[config.mk]
export PLATFORM = sky130hd
export DESIGN_NAME = seven_seg_fsm_flat
export DESIGN_NICKNAME = d
export VERILOG_FILES = /design/src/rtl/seven_seg_fsm_if.sv /design/src/rtl/seven_seg_fsm.sv /design/src/flat_wrapper.sv
export SDC_FILE = /design/constraint.sdc
export NUM_CORES = 1
export LEC_CHECK = 0
export CAP_MARGIN = 20
export CORE_MARGIN = 5
export CORE_UTILIZATION = 50
export CTS_BUF_LIST = sky130_fd_sc_hd__clkbuf_4 sky130_fd_sc_hd__clkbuf_8
export CTS_CLUSTER_DIAMETER = 100
export DETAILED_ROUTE_END_ITERATION = 16
export PLACE_DENSITY_LB_ADDON = 0.3
export SETUP_SLACK_MARGIN = 0.1
export SYNTH_ARGS = -nofsm -noshare
export SYNTH_HDL_FRONTEND = slang
export SYNTH_SLANG_ARGS = --single-unit
[constraint.sdc]
create_clock -name clock -period 4.6 [get_ports clock]
set_input_delay 1.15 -clock clock [delete_from_list [all_inputs] [get_ports clock]]
set_output_delay 1.15 -clock clock [all_outputs]
set_load 0.02 [all_outputs]
[src/rtl/seven_seg_fsm_if.sv]
// Display bus between the timekeeping counter and the 7-segment driver.
// master supplies tick count and decimal points; slave returns segment/anode pins.
interface seven_seg_fsm_if;
    logic [38:0] count;
    logic [7:0]  decs;
    logic [7:0]  cathode;
    logic [7:0]  anode;

    modport master (output count, output decs, input cathode, input anode);
    modport slave  (input count, input decs, output cathode, output anode);
endinterface

[src/rtl/seven_seg_fsm.sv]
// Tick count -> HH MM SS cc converter (shared serial divider) and 8-digit scan driver.
// Define LEADING_ZERO_BLANK_EN to blank leading zeros on digits 7..4.
module seven_seg_fsm #(
    parameter int TICKS_PER_CS = 1_000_000,
    parameter int REFRESH_DIV  = 100_000
) (
    input  logic            clock,
    input  logic            reset_n,
    seven_seg_fsm_if.slave  bus
);
    localparam int RW = (REFRESH_DIV > 1) ? $clog2(REFRESH_DIV) : 1;

    typedef enum logic [2:0] {
        ST_CAPTURE,
        ST_D0,
        ST_D1,
        ST_D2,
        ST_D3,
        ST_D4,
        ST_UPDATE
    } state_t;

    state_t            r_state, w_state_nxt;
    logic [5:0]        r_iter;
    logic [38:0]       r_quo, r_rem;
    logic [38:0]       w_divisor, w_rem_next, w_quo_next;
    logic [39:0]       w_trial;
    logic              w_ge, w_last;
    logic [6:0]        r_cc, r_ss, r_mm, r_hh;
    logic [7:0][3:0]   r_digit;
    logic [RW-1:0]     r_refresh;
    logic [2:0]        r_idx;
    logic [6:0]        w_seg;

    function automatic logic [6:0] seg7(input logic [3:0] d);
        case (d)
            4'd0:    return 7'h40;
            4'd1:    return 7'h79;
            4'd2:    return 7'h24;
            4'd3:    return 7'h30;
            4'd4:    return 7'h19;
            4'd5:    return 7'h12;
            4'd6:    return 7'h02;
            4'd7:    return 7'h78;
            4'd8:    return 7'h00;
            4'd9:    return 7'h10;
            default: return 7'h7F;
        endcase
    endfunction

    function automatic logic [7:0] bcd(input logic [6:0] v);
        return {4'(v / 7'd10), 4'(v % 7'd10)};
    endfunction

    always_ff @(posedge clock) begin
        if (!reset_n) r_state <= ST_CAPTURE;
        else          r_state <= w_state_nxt;
    end

    always_comb begin
        w_state_nxt = r_state;
        w_divisor   = 39'd1;
        w_last      = (r_iter == 6'd39);
        case (r_state)
            ST_CAPTURE: w_state_nxt = ST_D0;
            ST_D0: begin
                w_divisor = 39'(TICKS_PER_CS);
                if (w_last) w_state_nxt = ST_D1;
            end
            ST_D1: begin
                w_divisor = 39'd100;
                if (w_last) w_state_nxt = ST_D2;
            end
            ST_D2: begin
                w_divisor = 39'd60;
                if (w_last) w_state_nxt = ST_D3;
            end
            ST_D3: begin
                w_divisor = 39'd60;
                if (w_last) w_state_nxt = ST_D4;
            end
            ST_D4: begin
                w_divisor = 39'd100;
                if (w_last) w_state_nxt = ST_UPDATE;
            end
            ST_UPDATE: w_state_nxt = ST_CAPTURE;
            default:   w_state_nxt = ST_CAPTURE;
        endcase
    end

    // Restoring step: shift the next dividend bit into the remainder, subtract if it fits.
    assign w_trial    = {r_rem, r_quo[38]};
    assign w_ge       = (w_trial >= {1'b0, w_divisor});
    assign w_rem_next = 39'(w_ge ? (w_trial - {1'b0, w_divisor}) : w_trial);
    assign w_quo_next = {r_quo[37:0], w_ge};

    // Each quotient stays in r_quo and becomes the next stage's dividend.
    always_ff @(posedge clock) begin
        if (!reset_n) begin
            r_quo   <= '0;
            r_rem   <= '0;
            r_iter  <= '0;
            r_cc    <= '0;
            r_ss    <= '0;
            r_mm    <= '0;
            r_hh    <= '0;
            r_digit <= '0;
        end else begin
            case (r_state)
                ST_CAPTURE: begin
                    r_quo  <= bus.count;
                    r_iter <= '0;
                end
                ST_UPDATE: begin
                    r_digit <= {bcd(r_hh), bcd(r_mm), bcd(r_ss), bcd(r_cc)};
                    r_iter  <= '0;
                end
                default: begin
                    if (r_iter == 6'd0) begin
                        r_rem <= '0;
                    end else begin
                        r_rem <= w_rem_next;
                        r_quo <= w_quo_next;
                    end
                    r_iter <= w_last ? 6'd0 : r_iter + 6'd1;
                    if (w_last) begin
                        case (r_state)
                            ST_D1:   r_cc <= 7'(w_rem_next);
                            ST_D2:   r_ss <= 7'(w_rem_next);
                            ST_D3:   r_mm <= 7'(w_rem_next);
                            ST_D4:   r_hh <= 7'(w_rem_next);
                            default: ;
                        endcase
                    end
                end
            endcase
        end
    end

`ifdef LEADING_ZERO_BLANK_EN
    logic [3:0] w_blank;

    always_comb begin
        w_blank    = '0;
        w_blank[3] = (r_digit[7] == 4'd0);
        w_blank[2] = w_blank[3] && (r_digit[6] == 4'd0);
        w_blank[1] = w_blank[2] && (r_digit[5] == 4'd0);
        w_blank[0] = w_blank[1] && (r_digit[4] == 4'd0);
        w_seg      = seg7(r_digit[r_idx]);
        if (r_idx[2] && w_blank[r_idx[1:0]]) w_seg = 7'h7F;
    end
`else
    always_comb begin
        w_seg = seg7(r_digit[r_idx]);
    end
`endif

    always_ff @(posedge clock) begin
        if (!reset_n) begin
            r_refresh   <= '0;
            r_idx       <= '0;
            bus.anode   <= 8'hFF;
            bus.cathode <= 8'hFF;
        end else begin
            bus.anode   <= ~(8'd1 << r_idx);
            bus.cathode <= {~bus.decs[r_idx], w_seg};
            if (r_refresh == RW'(REFRESH_DIV - 1)) begin
                r_refresh <= '0;
                r_idx     <= r_idx + 3'd1;
            end else begin
                r_refresh <= r_refresh + RW'(1);
            end
        end
    end
endmodule

[src/flat_wrapper.sv]
// flat-port wrapper written by rule: the top's interface ports become plain ports
module seven_seg_fsm_flat 
#(
    parameter int TICKS_PER_CS = 1_000_000,
    parameter int REFRESH_DIV  = 100_000
)
  (clock, reset_n, bus_count, bus_decs, bus_cathode, bus_anode);
  seven_seg_fsm_if bus_i ();
  input  logic clock;
  input  logic reset_n;
  input wire logic [$bits(bus_i.count)-1:0] bus_count;
  input wire logic [$bits(bus_i.decs)-1:0] bus_decs;
  output wire logic [$bits(bus_i.cathode)-1:0] bus_cathode;
  output wire logic [$bits(bus_i.anode)-1:0] bus_anode;
  assign bus_i.count = bus_count;
  assign bus_i.decs = bus_decs;
  assign bus_cathode = bus_i.cathode;
  assign bus_anode = bus_i.anode;
  seven_seg_fsm #(.TICKS_PER_CS(TICKS_PER_CS), .REFRESH_DIV(REFRESH_DIV)) u_core (.clock(clock), .reset_n(reset_n), .bus(bus_i));
endmodule
==> metrics.txt, run 1 <==
# TYPE chip_impl_metric gauge
chip_impl_info{name="status",value="finished, final reports clean"} 1
chip_impl_info{name="top_usage_layer",value="met2"} 1
chip_impl_metric{name="synthesis.area",unit="sq um"} 10110
chip_impl_metric{name="gp_congestion",unit=""} 0.8716
chip_impl_metric{name="die_w",unit="microns"} 152.2
chip_impl_metric{name="synth-seq-cells",unit=""} 183
chip_impl_metric{name="worstSkewPairLatency",unit="ns"} 0.48
chip_impl_metric{name="port-buffer-count",unit=""} 64
chip_impl_metric{name="setup_slack_on_the_worst_flop_to_flop_path",unit="ns"} 0.82
chip_impl_metric{name="cellPowerDensity",unit="nW/um^2"} 691.5
chip_impl_metric{name="wire_per_inst",unit="microns"} 14.91
chip_impl_metric{name="synth_top_area_share",unit="%"} 36.23
chip_impl_metric{name="maximum_root_to_sink_buffer_count",unit=""} 2
chip_impl_metric{name="layout-area-overhead-vs-synth",unit="%"} 10.68
chip_impl_metric{name="design.die.area",unit="sq um"} 23170
chip_impl_metric{name="timing.slew.headroom",unit="%"} 40.57
chip_impl_metric{name="design.core.area",unit="sq um"} 20100
chip_impl_metric{name="pre_cts_setup_slack",unit="ns"} 0.8766
chip_impl_metric{name="drt_first_pass_iters",unit=""} 5
chip_impl_metric{name="tightestPinTransition",unit="ns"} 0.8894
chip_impl_metric{name="drcViolationCount",unit=""} 0
chip_impl_metric{name="drt_first_iter_violations",unit=""} 553
chip_impl_info{name="worstSetupPathType",value="register to register"} 1
chip_impl_metric{name="cts_htree_levels",unit=""} 4
chip_impl_metric{name="yosys.cell_types.count",unit=""} 76
chip_impl_metric{name="post-route-period-util",unit="%"} 82.16
chip_impl_metric{name="synth_edf_count",unit=""} 0
chip_impl_metric{name="finalNetCount",unit=""} 1350
chip_impl_metric{name="drt.antenna.violating_nets",unit=""} 0
chip_impl_metric{name="hold_ws",unit="ns"} 0.4585
chip_impl_info{name="worstSetupStartpointType",value="register"} 1
chip_impl_info{name="worst_setup_path_end_kind",value="register"} 1
chip_impl_metric{name="grt_overflow_total",unit=""} 0
chip_impl_metric{name="detailed_place_hpwl",unit="microns"} 16290
chip_impl_metric{name="ios",unit=""} 65
chip_impl_metric{name="clk_pin_slew",unit="ns"} 0.10
chip_impl_metric{name="grt_max_degree",unit=""} 66
chip_impl_info{name="hold_path.class",value="register to register"} 1
chip_impl_info{name="unrepaired_setup_endpoints_after_global_routing",value="false"} 1
chip_impl_metric{name="fillers",unit=""} 1843
chip_impl_info{name="synthFlopType",value="sky130_fd_sc_hd__dfxtp_1"} 1
chip_impl_info{name="cts-root-buf",value="sky130_fd_sc_hd__clkbuf_8"} 1
chip_impl_metric{name="vias",unit=""} 9034
chip_impl_metric{name="grt_antenna_before_repair",unit=""} 0
chip_impl_metric{name="setup_viol",unit=""} 0
chip_impl_metric{name="worst_slack",unit="ns"} 0.8206
chip_impl_metric{name="cts_sinks",unit=""} 183
chip_impl_metric{name="globalRouteMet1Util",unit="%"} 25.78
chip_impl_metric{name="postRouteWirelength",unit="microns"} 23160
chip_impl_metric{name="fmaxAchievable",unit="MHz"} 264.6
chip_impl_metric{name="instances_no_fill",unit=""} 1553
chip_impl_metric{name="synth_cells",unit=""} 1271
chip_impl_metric{name="worst_ir_drop_vdd",unit="mV"} 0.9564
chip_impl_metric{name="cts.hold.buffers_added",unit=""} 0
chip_impl_metric{name="final.min_clock_period",unit="ns"} 3.779
chip_impl_metric{name="synth_fp_nets",unit=""} 1351
chip_impl_metric{name="cp_data_arrival_time",unit="ns"} 4.16
chip_impl_metric{name="route.detailed.vias_per_inst",unit=""} 5.817
chip_impl_metric{name="timing.setup.tns",unit="ns"} 0
chip_impl_metric{name="met3_usage",unit="%"} 3.380
chip_impl_metric{name="yosys_synthesis_warning_count",unit=""} 0
chip_impl_metric{name="global_route.usage.met2",unit="%"} 33.40
chip_impl_metric{name="grt_first_pass_wirelength",unit="microns"} 39310
chip_impl_metric{name="final-hold-violation-count",unit=""} 0
chip_impl_metric{name="avgSynthCellArea",unit="sq um"} 7.956
chip_impl_metric{name="cts.repair_timing.setup_buffer_count",unit=""} 0
chip_impl_metric{name="totalPowerFinal",unit="uW"} 7739
chip_impl_metric{name="post_cts.resized_instances",unit=""} 0
chip_impl_metric{name="n_antenna_cell",unit=""} 0
chip_impl_info{name="cts_tree",value="yes"} 1
chip_impl_metric{name="critical_path_required",unit="ns"} 4.98
chip_impl_metric{name="initial_util",unit="%"} 50.30
chip_impl_metric{name="die_h",unit="microns"} 152.2
chip_impl_info{name="biggest_area_consumer_among_synthesized_cells",value="sky130_fd_sc_hd__dfxtp_1"} 1
chip_impl_metric{name="ys_seq_area_share",unit="%"} 36.23
chip_impl_metric{name="fin_worst_skew",unit="ns"} 0.01872
chip_impl_metric{name="number_of_global_route_vias_before_repair",unit=""} 8352
chip_impl_metric{name="cts_buffers",unit=""} 17
chip_impl_info{name="synthTopCellsByArea",value="sky130_fd_sc_hd__dfxtp_1, sky130_fd_sc_hd__nand2_1, sky130_fd_sc_hd__nor2_1"} 1
chip_impl_metric{name="synth_async_sr_flop_share",unit="%"} 0
chip_impl_metric{name="max_cap_check_violation_count",unit=""} 0
chip_impl_metric{name="layout-drive-gt1-share",unit="%"} 6.391
chip_impl_metric{name="gr-usage-all-layers",unit="%"} 19.63
chip_impl_metric{name="placedCellCount",unit=""} 1521
chip_impl_metric{name="placement_rows",unit=""} 52
chip_impl_metric{name="power.static_leakage",unit="uW"} 0.004034
chip_impl_metric{name="crit_path_max_fanout",unit=""} 21
chip_impl_metric{name="slew_viol_final",unit=""} 0
-- stage by stage --
| step | area (sq um) | utilization [%] |
|---|---|---|
| after CTS | 11190 | 55.67 |
| after global routing | 11190 | 55.67 |
| after floorplan | 10110 | - |
| final | 11190 | 55.67 |
| after global placement | 10820 | 53.83 |
| after detailed placement | 10820 | 53.83 |
-- layer usage --
metal,wire (microns),share of wire (%)
met1,10870,47
met2,10990,47
met3,942,4.1
met4,353,1.5
met5,0,0
-- worst max-delay path, cell delays in order (launching register included) --
cell                       delay (ns)
sky130_fd_sc_hd__dfxtp_1         0.55
sky130_fd_sc_hd__nor2b_1         0.26
sky130_fd_sc_hd__nand2b_1        0.23
sky130_fd_sc_hd__ha_1            0.41
sky130_fd_sc_hd__nand4_1         0.15
sky130_fd_sc_hd__nor4_1          0.30
sky130_fd_sc_hd__nand4_1         0.18
sky130_fd_sc_hd__and3_1          0.42
sky130_fd_sc_hd__nand2_1         0.63
sky130_fd_sc_hd__o21ai_1         0.28
sky130_fd_sc_hd__a211oi_1        0.26
-- synth_stat cells, types with 7 or more instances --
master / n
sky130_fd_sc_hd__dfxtp_1: 183
sky130_fd_sc_hd__nand2_1: 179
sky130_fd_sc_hd__nor2_1: 148
sky130_fd_sc_hd__clkbuf_1: 77
sky130_fd_sc_hd__o21ai_0: 74
sky130_fd_sc_hd__a21oi_1: 70
sky130_fd_sc_hd__a311oi_1: 39
sky130_fd_sc_hd__a211oi_1: 35
sky130_fd_sc_hd__xnor2_1: 35
sky130_fd_sc_hd__ha_1: 31
sky130_fd_sc_hd__nand3_1: 31
sky130_fd_sc_hd__xor2_1: 31
sky130_fd_sc_hd__nand2b_1: 28
sky130_fd_sc_hd__inv_1: 26
sky130_fd_sc_hd__o211ai_1: 20
sky130_fd_sc_hd__nor3_1: 18
sky130_fd_sc_hd__nand4_1: 15
sky130_fd_sc_hd__and3_1: 14
sky130_fd_sc_hd__nor2b_1: 14
sky130_fd_sc_hd__a31oi_1: 11
sky130_fd_sc_hd__buf_1: 11
sky130_fd_sc_hd__mux4_2: 10
sky130_fd_sc_hd__mux2i_1: 9
sky130_fd_sc_hd__o21ai_1: 9
sky130_fd_sc_hd__or4_1: 9
sky130_fd_sc_hd__a32oi_1: 7
sky130_fd_sc_hd__nand3b_1: 7
-- power by group --
group / internal (uW) / switching (uW)
sequential: 1770 / 199
clock: 396 / 650
combinational: 1880 / 2840
-- registers in the layout, summed over array words and instances (netlist names) --
signal,flops
u_core.r_iter,6
u_core.r_hh,7
u_core.bus.anode,8
u_core.r_mm,7
u_core.r_cc,7
u_core.bus.cathode,8
u_core.r_idx,3
u_core.r_rem,39
u_core.r_refresh,17
u_core.r_state,3
u_core.r_quo,39
u_core.r_ss,7
u_core.r_digit,32
-- placed cells by master, fill, tap and decap left out, types with 6 or more instances in the layout --
cell type                         count
sky130_fd_sc_hd__dfxtp_1            183
sky130_fd_sc_hd__nand2_1            179
sky130_fd_sc_hd__nor2_1             147
sky130_fd_sc_hd__o21ai_0             74
sky130_fd_sc_hd__a21oi_1             69
sky130_fd_sc_hd__clkdlybuf4s50_1     64
sky130_fd_sc_hd__a311oi_1            39
sky130_fd_sc_hd__xnor2_1             35
sky130_fd_sc_hd__a211oi_1            35
sky130_fd_sc_hd__xor2_1              31
sky130_fd_sc_hd__nand3_1             31
sky130_fd_sc_hd__ha_1                31
sky130_fd_sc_hd__nand2b_1            28
sky130_fd_sc_hd__inv_1               26
sky130_fd_sc_hd__o211ai_1            20
sky130_fd_sc_hd__nor3_1              17
sky130_fd_sc_hd__clkbuf_8            17
sky130_fd_sc_hd__nand4_1             15
sky130_fd_sc_hd__nor2b_1             14
sky130_fd_sc_hd__and3_1              14
sky130_fd_sc_hd__buf_4               13
sky130_fd_sc_hd__a31oi_1             11
sky130_fd_sc_hd__mux4_2              10
sky130_fd_sc_hd__mux2i_1              9
sky130_fd_sc_hd__or4_1                9
sky130_fd_sc_hd__o21ai_1              9
sky130_fd_sc_hd__nand3b_1             7
sky130_fd_sc_hd__a32oi_1              7
sky130_fd_sc_hd__and2_1               6
sky130_fd_sc_hd__a22oi_1              6
sky130_fd_sc_hd__o221ai_1             6
sky130_fd_sc_hd__or3_1                6
-- worst paths after layout --
check | startpoint | end | depth (start not counted)
hold reg to reg | u_core.r_digit[23]$_SDFFE_PN0P_ | u_core.r_digit[23]$_SDFFE_PN0P_ | 2
hold / removal | u_core.r_digit[23]$_SDFFE_PN0P_ | u_core.r_digit[23]$_SDFFE_PN0P_ | 2
setup reg to reg | u_core.r_state[0]$_SDFFE_PN0P_ | u_core.r_hh[5]$_SDFFE_PN0P_ | 10
setup / recovery | u_core.r_state[0]$_SDFFE_PN0P_ | u_core.r_hh[5]$_SDFFE_PN0P_ | 10
-- cell type report --
type	count	area (sq um)	share of cell area [%]
Sequential cell	183	3664	32.73
Multi-Input combinational cell	963	5976	53.39
Timing Repair Buffer	77	738.2	6.596
Clock buffer	17	234.0	2.091
Inverter	28	106.4	0.9503
Tap cell	270	337.8	3.018
Clock inverter	15	136.4	1.219
-- kinds of logic (layout without fill, tap and decap cells) --
family | Yosys count | count (layout) | synth area share (%)
simple gates | 507 | 507 | 23.43
buf+inv | 125 | 137 | 4.863
fa+ha+maj | 34 | 34 | 4.133
flops | 183 | 183 | 36.23
mux | 25 | 25 | 3.811
compound gates | 331 | 331 | 21.81
xor+xnor | 66 | 66 | 5.716
Power figures use the tool's default switching activity.
==> run 2, diff against run 1 <==
==> constraint.sdc (replaced) <==
create_clock -name clock -period 3.7 [get_ports clock]
set_input_delay 0.925 -clock clock [delete_from_list [all_inputs] [get_ports clock]]
set_output_delay 0.925 -clock clock [all_outputs]
set_load 0.02 [all_outputs]
==> run 2 against run 1 <==
Compared with the run above:
- sequential cell count stayed put
- maximum frequency grew 10%
- clock-buffer cell count up 1
- worst hold slack worse by 0.0041 ns
- first-iteration DRC count rose by 16%
- register-to-register slack lost 0.55 ns
- highest routed layer unchanged
==> metrics.txt, run 2 (synthesized netlist as in run 1, its figures left out) <==
# TYPE chip_impl_metric gauge
chip_impl_info{name="status",value="finished, final reports clean"} 1
chip_impl_metric{name="cellPowerDensity",unit="nW/um^2"} 998.0
chip_impl_info{name="path_cells",value="nand2b_1, and2_1, ha_1, nand4_1, nor4_1, nand4_1, and3_1, buf_4, a2111oi_1, xnor2_1, o21ai_1"} 1
chip_impl_metric{name="drt.antenna.violating_nets",unit=""} 0
chip_impl_info{name="cts_tree",value="yes"} 1
chip_impl_metric{name="worst_slack",unit="ns"} 0.2755
chip_impl_metric{name="detailed_place_hpwl",unit="microns"} 16330
chip_impl_metric{name="clk_pin_slew",unit="ns"} 0.10
chip_impl_metric{name="drt_first_iter_violations",unit=""} 640
chip_impl_metric{name="gr-usage-all-layers",unit="%"} 19.87
chip_impl_metric{name="cts_sinks",unit=""} 183
chip_impl_metric{name="crit_path_max_fanout",unit=""} 13
chip_impl_metric{name="max_cap_check_violation_count",unit=""} 0
chip_impl_metric{name="grt_max_degree",unit=""} 107
chip_impl_metric{name="grt_antenna_before_repair",unit=""} 0
chip_impl_metric{name="final.min_clock_period",unit="ns"} 3.424
chip_impl_metric{name="final-hold-violation-count",unit=""} 0
chip_impl_metric{name="cts_buffers",unit=""} 17
chip_impl_info{name="layout_top_registers",value="u_core.r_quo x39, u_core.r_rem x39, u_core.r_digit x32"} 1
chip_impl_metric{name="grt_overflow_total",unit=""} 0
chip_impl_metric{name="instances_no_fill",unit=""} 1565
chip_impl_metric{name="pre_cts_setup_slack",unit="ns"} 0.03028
chip_impl_metric{name="timing.slew.headroom",unit="%"} 38.28
chip_impl_metric{name="slew_viol_final",unit=""} 0
chip_impl_metric{name="route.detailed.vias_per_inst",unit=""} 5.772
chip_impl_info{name="critPathCapture",value="u_core.r_rem[35]$_SDFFE_PN0N_"} 1
chip_impl_metric{name="ios",unit=""} 65
chip_impl_info{name="worst_setup_path_end_kind",value="register"} 1
chip_impl_metric{name="final_core_utilization",unit="%"} 56.42
chip_impl_metric{name="cts.repair_timing.setup_buffer_count",unit=""} 0
chip_impl_metric{name="setup_slack_on_the_worst_flop_to_flop_path",unit="ns"} 0.28
chip_impl_metric{name="cts_htree_levels",unit=""} 4
chip_impl_metric{name="cp_slowest_stage_delay",unit="ns"} 0.52
chip_impl_metric{name="placement_rows",unit=""} 52
chip_impl_metric{name="holdPathStages",unit=""} 2
chip_impl_metric{name="cp_data_arrival_time",unit="ns"} 3.76
chip_impl_metric{name="finalNetCount",unit=""} 1362
chip_impl_metric{name="port-buffer-count",unit=""} 64
chip_impl_metric{name="number_of_global_route_vias_before_repair",unit=""} 8329
chip_impl_metric{name="power.static_leakage",unit="uW"} 0.004101
chip_impl_metric{name="wire_per_inst",unit="microns"} 15.02
chip_impl_info{name="unrepaired_setup_endpoints_after_global_routing",value="true"} 1
chip_impl_metric{name="layout-area-overhead-vs-synth",unit="%"} 12.16
chip_impl_metric{name="layout-drive-gt1-share",unit="%"} 7.876
chip_impl_info{name="cts-root-buf",value="sky130_fd_sc_hd__clkbuf_8"} 1
chip_impl_metric{name="setup_viol",unit=""} 0
chip_impl_info{name="timing.critical_path.slowest_stage_cell",value="sky130_fd_sc_hd__dfxtp_1"} 1
chip_impl_metric{name="placedCellCount",unit=""} 1533
chip_impl_metric{name="die_h",unit="microns"} 152.2
chip_impl_metric{name="initial_util",unit="%"} 50.30
chip_impl_info{name="layout_common_cells",value="sky130_fd_sc_hd__dfxtp_1, sky130_fd_sc_hd__nand2_1, sky130_fd_sc_hd__nor2_1, sky130_fd_sc_hd__o21ai_0, sky130_fd_sc_hd__a21oi_1"} 1
chip_impl_metric{name="design.die.area",unit="sq um"} 23170
chip_impl_info{name="worstSetupPathType",value="register to register"} 1
chip_impl_info{name="worstSetupStartpoint",value="u_core.r_state[2]$_SDFFE_PN0P_"} 1
chip_impl_metric{name="maximum_root_to_sink_buffer_count",unit=""} 2
chip_impl_metric{name="post-route-period-util",unit="%"} 92.55
chip_impl_metric{name="postRouteWirelength",unit="microns"} 23510
chip_impl_metric{name="vias",unit=""} 9033
chip_impl_metric{name="fmaxAchievable",unit="MHz"} 292.0
chip_impl_metric{name="drt_first_pass_iters",unit=""} 5
chip_impl_metric{name="drcViolationCount",unit=""} 0
chip_impl_metric{name="fin_worst_skew",unit="ns"} 0.02426
chip_impl_metric{name="critical_path_required",unit="ns"} 4.04
chip_impl_metric{name="design.core.area",unit="sq um"} 20100
chip_impl_info{name="hold_path.class",value="register to register"} 1
chip_impl_metric{name="worstSkewPairLatency",unit="ns"} 0.48
chip_impl_metric{name="worst_ir_drop_vdd",unit="mV"} 1.320
chip_impl_metric{name="gp_congestion",unit=""} 0.8877
chip_impl_info{name="most_prevalent_standard_cell_on_the_critical_path",value="sky130_fd_sc_hd__nand4_1"} 1
chip_impl_metric{name="n_antenna_cell",unit=""} 0
chip_impl_info{name="worst_r2r_end",value="u_core.r_rem[35]$_SDFFE_PN0N_"} 1
chip_impl_info{name="mostFrequentLayoutCell",value="sky130_fd_sc_hd__dfxtp_1"} 1
chip_impl_info{name="reg2reg_from",value="u_core.r_state[2]$_SDFFE_PN0P_"} 1
chip_impl_metric{name="die_w",unit="microns"} 152.2
chip_impl_metric{name="totalPowerFinal",unit="uW"} 11320
chip_impl_metric{name="grt_first_pass_wirelength",unit="microns"} 39800
chip_impl_metric{name="tightestPinTransition",unit="ns"} 0.9187
chip_impl_info{name="worstSetupStartpointType",value="register"} 1
chip_impl_metric{name="ff2ff_path_depth",unit=""} 11
[run 2: how the worst min path moves through the flow]
stage / slack (ns) / startpoint / to
5_1_grt: 0.48 / u_core.r_digit[13]$_SDFFE_PN0P_ / u_core.r_digit[13]$_SDFFE_PN0P_
4_1_cts: 0.46 / u_core.r_rem[38]$_SDFFE_PN0N_ / u_core.r_rem[38]$_SDFFE_PN0N_
2_1_floorplan: 0.43 / u_core.r_iter[0]$_SDFF_PP0_ / u_core.r_iter[0]$_SDFF_PP0_
3_3_place_gp: 0.44 / u_core.r_rem[38]$_SDFFE_PN0N_ / u_core.r_rem[38]$_SDFFE_PN0N_
3_5_place_dp: 0.45 / u_core.r_digit[13]$_SDFFE_PN0P_ / u_core.r_digit[13]$_SDFFE_PN0P_
6_report: 0.45 / u_core.r_rem[38]$_SDFFE_PN0N_ / u_core.r_rem[38]$_SDFFE_PN0N_
[run 2: power by group]
| group | total, uW | switching, uW | internal (uW) | leakage, uW |
|---|---|---|---|---|
| combinational | 7520 | 4340 | 3180 | 0.00243 |
| sequential | 2500 | 278 | 2220 | 0.00149 |
| clock | 1300 | 792 | 510 | 0.000185 |
| total | 11300 | 5410 | 5910 | 0.00410 |
[run 2: repair_timing]
item	4_1_cts	5_1_grt
gates resized for setup	1	11
pin swaps	0	0
setup endpoints to repair	11	48
hold endpoints to repair	0	0
hold buffers	0	0
[run 2: critical path: cells and delay by family (launching register included)]
kind            cells  cell delay, ns
compound gates      2            0.52
xor+xnor            1            0.17
fa+ha+maj           1            0.39
buf+inv             1            0.24
flops               1            0.52
simple gates        6            1.46
[run 2: metrics by stage]
stage | cell area (sq um) | hold slack [ns] | TNS (ns)
floorplan | 10110 | 0.4258 | 0
global placement | 10940 | 0.4375 | 0
detailed placement | 10940 | 0.4472 | 0
finish | 11340 | 0.4544 | 0
global route | 11340 | 0.4836 | -0.03782
CTS | 11320 | 0.4610 | 0
[run 2: layout make-up]
class                           count  area, sq um
Tap cell                          270        337.8
Clock buffer                       18        247.7
Fill cell                        1797         8762
Inverter                           28        106.4
Sequential cell                   183         3667
Clock inverter                     14        130.1
Multi-Input combinational cell    963         6000
Timing Repair Buffer               89        853.3
[run 2: layer usage]
| metal | share of wire, % | routed length (microns) | GRT usage (%) |
|---|---|---|---|
| met1 | 47 | 11070 | 26.84 |
| met2 | 47 | 11150 | 33.00 |
| met3 | 4.0 | 931 | 3.721 |
| met4 | 1.5 | 352 | 4.966 |
| met5 | 0 | 0 | 0 |
